[config.mk]
export PLATFORM = sky130hd
export DESIGN_NAME = secded_pipe_dec
export DESIGN_NICKNAME = d
export VERILOG_FILES = /design/src/rtl/secded_pkg.sv /design/src/rtl/secded_syndrome.sv /design/src/rtl/secded_pipe_dec.sv
export SDC_FILE = /design/constraint.sdc
export NUM_CORES = 1
export LEC_CHECK = 0
export CAP_MARGIN = 20
export CELL_PAD_IN_SITES_DETAIL_PLACEMENT = 1
export CELL_PAD_IN_SITES_GLOBAL_PLACEMENT = 1
export CORE_AREA = 2 2 109 137
export DETAILED_ROUTE_END_ITERATION = 12
export DIE_AREA = 0 0 111 139
export GPL_TIMING_DRIVEN = 0
export PLACE_DENSITY = 0.91
export SETUP_SLACK_MARGIN = 0.2
export SYNTH_ARGS = -nofsm -noshare
export SYNTH_HDL_FRONTEND = slang
export SYNTH_HIERARCHICAL = 1
export SYNTH_SLANG_ARGS = --single-unit
[constraint.sdc]
create_clock -name clk -period 9.1 [get_ports clk]
set_input_delay 1.82 -clock clk [delete_from_list [all_inputs] [get_ports clk]]
set_output_delay 1.82 -clock clk [all_outputs]
set_load 0.02 [all_outputs]
[src/rtl/secded_pkg.sv]
// Shared helpers for the extended-Hamming SECDED decoder and its future encoder:
// check-width sizing, codeword position mapping and the error classification type.
package secded_pkg;

   typedef enum logic [1:0] {
      ERR_NONE,
      ERR_CORR,
      ERR_UNCORR
   } err_class_t;

   // Smallest r such that 2^r covers every codeword position plus the zero syndrome.
   function automatic int calc_r(input int data_w);
      int r;
      r = 1;
      while ((1 << r) < data_w + r + 1) r++;
      return r;
   endfunction

   function automatic logic is_pow2(input int x);
      return (x != 0) && ((x & (x - 1)) == 0);
   endfunction

   // Data bits skip the power-of-two slots, so data bit 0 lands on position 3.
   function automatic int data_pos(input int i);
      int pos;
      int cnt;
      pos = 3;
      cnt = 0;
      while (cnt < i || is_pow2(pos)) begin
         if (!is_pow2(pos)) cnt++;
         pos++;
      end
      return pos;
   endfunction

endpackage

[src/rtl/secded_syndrome.sv]
// Combinational syndrome and overall-parity generator for an extended Hamming code.
// Shared by the decoder and the future encoder, so it stays free of any stream logic.
module secded_syndrome
   import secded_pkg::*;
#(
   parameter int DATA_W = 32,
   localparam int R = calc_r(DATA_W),
   localparam int CHK_W = R + 1
) (
   input  logic [DATA_W-1:0] data,
   input  logic [CHK_W-1:0]  chk,
   output logic [R-1:0]      syndrome,
   output logic              overall
);

   // Mask of the data bits whose codeword position has syndrome bit b set.
   function automatic logic [DATA_W-1:0] syn_mask(input int b);
      logic [DATA_W-1:0] m;
      int p;
      m = '0;
      for (int i = 0; i < DATA_W; i++) begin
         p = data_pos(i);
         m[i] = p[b];
      end
      return m;
   endfunction

   for (genvar b = 0; b < R; b++) begin : g_syn
      localparam logic [DATA_W-1:0] MASK = syn_mask(b);
      assign syndrome[b] = (^(data & MASK)) ^ chk[b];
   end

   assign overall = (^data) ^ (^chk);

endmodule

[src/rtl/secded_pipe_dec.sv]
// Two-stage pipelined SECDED decoder with valid/ready streams and saturating
// error counters. Stage 1 holds the word with its syndrome, stage 2 the corrected result.
module secded_pipe_dec
   import secded_pkg::*;
#(
   parameter int DATA_W = 32,
   parameter int CNT_W = 16,
   localparam int R = calc_r(DATA_W),
   localparam int CHK_W = R + 1
) (
   input  logic              clk,
   input  logic              rst,
   input  logic              in_valid,
   output logic              in_ready,
   input  logic [DATA_W-1:0] in_data,
   input  logic [CHK_W-1:0]  in_chk,
   input  logic              in_chk_en,
   output logic              out_valid,
   input  logic              out_ready,
   output logic [DATA_W-1:0] out_data,
   output logic              out_err_corr,
   output logic              out_err_uncorr,
   output logic [R-1:0]      out_syndrome,
   input  logic              cnt_clr,
   output logic [CNT_W-1:0]  cnt_corr,
   output logic [CNT_W-1:0]  cnt_uncorr
);

   localparam int NPOS = DATA_W + R;
   localparam logic [CNT_W-1:0] CNT_MAX = '1;

   logic [R-1:0]      syn;
   logic              ovr;

   logic              s1_valid, s1_ovr, s1_en;
   logic [DATA_W-1:0] s1_data;
   logic [R-1:0]      s1_syn;

   logic              s2_valid, s2_corr, s2_uncorr;
   logic [DATA_W-1:0] s2_data;
   logic [R-1:0]      s2_syn;

   logic              s1_load, s2_load, out_fire;
   logic [DATA_W-1:0] hit, fix;
   err_class_t        cls;

   secded_syndrome #(.DATA_W(DATA_W)) u_syn (
      .data     (in_data),
      .chk      (in_chk),
      .syndrome (syn),
      .overall  (ovr)
   );

   assign s2_load  = !s2_valid || out_ready;
   assign s1_load  = !s1_valid || s2_load;
   assign in_ready = s1_load;
   assign out_fire = s2_valid && out_ready;

   for (genvar g = 0; g < DATA_W; g++) begin : g_hit
      localparam int P = data_pos(g);
      assign hit[g] = (s1_syn == R'(P));
   end

   // A set overall mismatch means an odd error count; the syndrome then names the bit.
   always_comb begin
      cls = ERR_NONE;
      fix = '0;
      if (s1_en) begin
         if (s1_ovr) begin
            if (s1_syn == '0 || is_pow2(int'(s1_syn))) begin
               cls = ERR_CORR;
            end else if (int'(s1_syn) <= NPOS) begin
               cls = ERR_CORR;
               fix = hit;
            end else begin
               cls = ERR_UNCORR;
            end
         end else if (s1_syn != '0) begin
            cls = ERR_UNCORR;
         end
      end
   end

   always_ff @(posedge clk or posedge rst) begin
      if (rst) begin
         s1_valid <= 1'b0;
         s1_data  <= '0;
         s1_syn   <= '0;
         s1_ovr   <= 1'b0;
         s1_en    <= 1'b0;
      end else if (s1_load) begin
         s1_valid <= in_valid;
         if (in_valid) begin
            s1_data <= in_data;
            s1_syn  <= syn;
            s1_ovr  <= ovr;
            s1_en   <= in_chk_en;
         end
      end
   end

   always_ff @(posedge clk or posedge rst) begin
      if (rst) begin
         s2_valid  <= 1'b0;
         s2_data   <= '0;
         s2_corr   <= 1'b0;
         s2_uncorr <= 1'b0;
         s2_syn    <= '0;
      end else if (s2_load) begin
         s2_valid <= s1_valid;
         if (s1_valid) begin
            s2_data   <= s1_data ^ fix;
            s2_corr   <= (cls == ERR_CORR);
            s2_uncorr <= (cls == ERR_UNCORR);
            s2_syn    <= s1_en ? s1_syn : '0;
         end
      end
   end

   // Counting happens on delivery, and a clear in the same cycle drops that event.
   always_ff @(posedge clk or posedge rst) begin
      if (rst) begin
         cnt_corr   <= '0;
         cnt_uncorr <= '0;
      end else if (cnt_clr) begin
         cnt_corr   <= '0;
         cnt_uncorr <= '0;
      end else begin
         if (out_fire && s2_corr && cnt_corr != CNT_MAX)
            cnt_corr <= cnt_corr + CNT_W'(1);
         if (out_fire && s2_uncorr && cnt_uncorr != CNT_MAX)
            cnt_uncorr <= cnt_uncorr + CNT_W'(1);
      end
   end

   assign out_valid      = s2_valid;
   assign out_data       = s2_data;
   assign out_err_corr   = s2_corr;
   assign out_err_uncorr = s2_uncorr;
   assign out_syndrome   = s2_syn;

endmodule

==> key figures <==
Pwr
  • P_sw: 666.6 uW
  • Clock Power Share: 0.366
  • PwrDens: approximately 250 nW/um^2
  • P_int: between 1 and 1.5 mW
  • Worst IR drop on VDD: 0.1350 mV
  • Comb power frac: 0.302
  • Lkg Pwr: 3.385 nW
  • Sequential share of power: 0.332
  • Switching Share: 0.3333

Setup path
  • Most frequent CP cell: clkdlybuf4s50_1
  • Worst Path Buf+Inv: 2
  • Crit-path max FO: 5
  • CP max stage cell: clkdlybuf4s50_1
  • Critical Path RT: 7.28 ns
  • Cell family with most CP delay: buffers and inverters
  • Worst path max stage delay: 0.64 ns
  • Crit path cell chain: clkdlybuf4s50_1 -> nand3b_1 -> clkdlybuf4s50_1
  • Nature of the critical path startpoint: input pin
  • Crit path kind: input pin to primary output
  • Worst setup EP type: primary output
  • Arr. time, crit path: 3.22 ns

STA
  • Sum of negative setup slack: 0 ns
  • # setup viols final: 0
  • Final Slew Violations: 0
  • Minimum clock period: about 5 ns
  • Worst Skew: 0.01262 ns
  • Unrepaired setup endpoints after global routing: false
  • F_max: 198.4 MHz
  • Fin crit share: 0.5538
  • Slew margin rel.: 0.3681
  • Final Worst Setup Slack: around 4 ns
  • Fin. Hold Viols: 0
  • Tightest Pin Transition: 0.9479 ns

Synthesis
  • Distinct cells, synth: a little under 50
  • Synth cell count leaders: dfrtp_1, nand2_1, xnor2_1, nor2_1
  • Sequential area share after synthesis: 0.4673
  • Seq cells post-synth: 114
  • Async set-reset flop share out of synthesis: 1.000
  • Top-count cell post-synth: dfrtp_1
  • Post-synth EDFFs: 0
  • Synth warn: 6
  • Synth top area share: 0.4673
  • Syn Nets: 616
  • Avg Cell Area, Syn: approximately 11 um^2
  • Post-Synthesis Cells: 569
  • Top post-synthesis cells by area: dfrtp_1, xnor2_1, mux2_2, xor2_1, xnor3_1
  • Top cell type by total area after synthesis: dfrtp_1
  • Syn Std Cell Area: 6105 um^2
  • Synth Flop Type: dfrtp_1

Floorplan
  • Core area: 14160 um^2
  • Die ar.: 15430 um^2
  • Starting Density: 0.4310
  • Vert. Die Dim: 139 um
  • Die width: 111 um
  • Core Rows: 49
  • IO Pins: 119

Clocking
  • CTS tree: done
  • Clk root buf: clkbuf_16
  • CTS Buf Count: 17
  • Clk slew on worst S/H paths: about 0.06 ns
  • H-tree depth: 4
  • Clock Latency Late Sink: 0.43 ns
  • Post-cts sizing count: 0
  • Cts hold-fix bufs: 0
  • Clock sink count: 114
  • Post-CTS setup buffers: 0
  • CTS Buffer Depth: 2

Global routing
  • Global route overflow: 0
  • Largest net degree at the start of global routing: 73
  • Number of global-route vias before repair: around 5700
  • Initial antenna violation count: 0
  • First-pass GRT wire length: 31480 um
  • GRT Overall Usage: 0.2656

Min path
  • Min-Delay Path Class: register to register

Job
  • Max-Cap Viols: 0

Placed design
  • I/O Buffers: 117
  • Setup WS pre-CTS: 4.094 ns
  • RD Place Congestion: 0.9433
  • Hpwl dp: 14190 um

Run status
  • Status: completed

Finish
  • Final net count: roughly 750
  • Share of post-route cells with drive strength above 1: 0.1307
  • Syn-to-layout area delta: 33.70%
  • Antenna cells: 0

Detailed routing
  • Final wirelength: 19680 um
  • Initial drt markers: 415
  • Vias per inst: roughly 5.6
  • Final ANT Viol Nets: 0
  • DRC: 0
  • Routed vias: 5003
  • First-pass detailed-route iteration total: 4
  • WL per Instance: 21.94 um
## through the flow
stage	cell area (um^2)	power, mW	utilization	std cells	hold WS (ns)
after detailed placement	7521	1.254	0.5311	865	0.4695
after global routing	8162	2.074	0.5763	897	0.5055
after CTS	8162	2.009	0.5763	897	0.4815
final	8162	2.000	0.5763	897	0.4774
after global placement	7498	1.216	0.5295	864	0.4589
after floorplan	6105	1.007	-	569	0.4711
## registers in the layout, summed over array words and instances (netlist names)
signal	cells
cnt_corr	16
cnt_uncorr	16
out_data	32
out_err_corr	1
out_err_uncorr	1
out_syndrome	6
out_valid	1
s1_data	32
s1_en	1
s1_ovr	1
s1_syn	6
s1_valid	1
## final timing paths
kind / from / endpoint / slack, ns / depth (start not counted)
max in group asynchronous: rst / s1_data[27] / 6.42 / 3
min: out_syndrome[4] / out_syndrome[4] / 0.48 / 2
min in group asynchronous: rst / out_data[14] / 1.93 / 2
min reg2reg: out_syndrome[4] / out_syndrome[4] / 0.48 / 2
max: out_ready / in_ready / 4.06 / 3
max reg2reg: cnt_corr[0] / cnt_corr[6] / 7.02 / 6
## per-layer routing
| layer | GRT usage | wire length (um) |
|---|---|---|
| met5 | 0 | 0 |
| met4 | 0.1329 | 810 |
| met3 | 0.05288 | 850 |
| met2 | 0.4943 | 10640 |
| met1 | 0.2837 | 7373 |
## worst min-delay path, cell delays in order (launching register included)
cell	delay (ns)
dfrtp_1	0.35
nand2_1	0.05
nand2_1	0.05
## power by group through the flow
stage / clock, mW / combinational (mW) / sequential [mW]
after floorplan: 0 / 0.303 / 0.704
after global placement: 0 / 0.556 / 0.660
after detailed placement: 0 / 0.586 / 0.668
after CTS: 0.743 / 0.604 / 0.662
after global routing: 0.765 / 0.638 / 0.671
final: 0.732 / 0.603 / 0.664
## cells by family (layout without fill, tap and decap cells)
family,Yosys count,after routing,synth area share
XOR/XNOR,114,114,0.1992
AO/OA/AOI/OAI,58,58,0.05596
adder cells (fa/ha/maj),2,2,0.004099
AND/OR/NAND/NOR,210,210,0.1756
multiplexers,43,43,0.07891
flip-flops,114,114,0.4673
buffers and inverters,28,178,0.01885
## layout make-up
| class | instances | area [um^2] |
|---|---|---|
| fill | 1523 | 6001 |
| multi-input combinational | 427 | 3137 |
| sequential | 114 | 2853 |
| timing repair buffer | 118 | 1191 |
| clock buffer | 18 | 439.2 |
| tap | 178 | 222.7 |
| clock inverter | 14 | 201.4 |
| buffer | 26 | 107.6 |
| inverter | 2 | 10.01 |
## placed cells by master, fill, tap and decap left out, types with 5 or more instances in the layout
cell type and instances:
nand2b_1 7, buf_2 7, xnor2_1 57, xnor3_1 13, mux2_2 41, clkbuf_16 17
dfrtp_1 114, a21oi_1 9, nor3_1 11, nand2_1 67, nand3_1 30, nor2b_1 5
nand4_1 12, clkbuf_1 17, xor2_1 41, clkdlybuf4s50_1 117, nor2_1 44, o21ai_0 39
(Power assumes the default switching activity.)
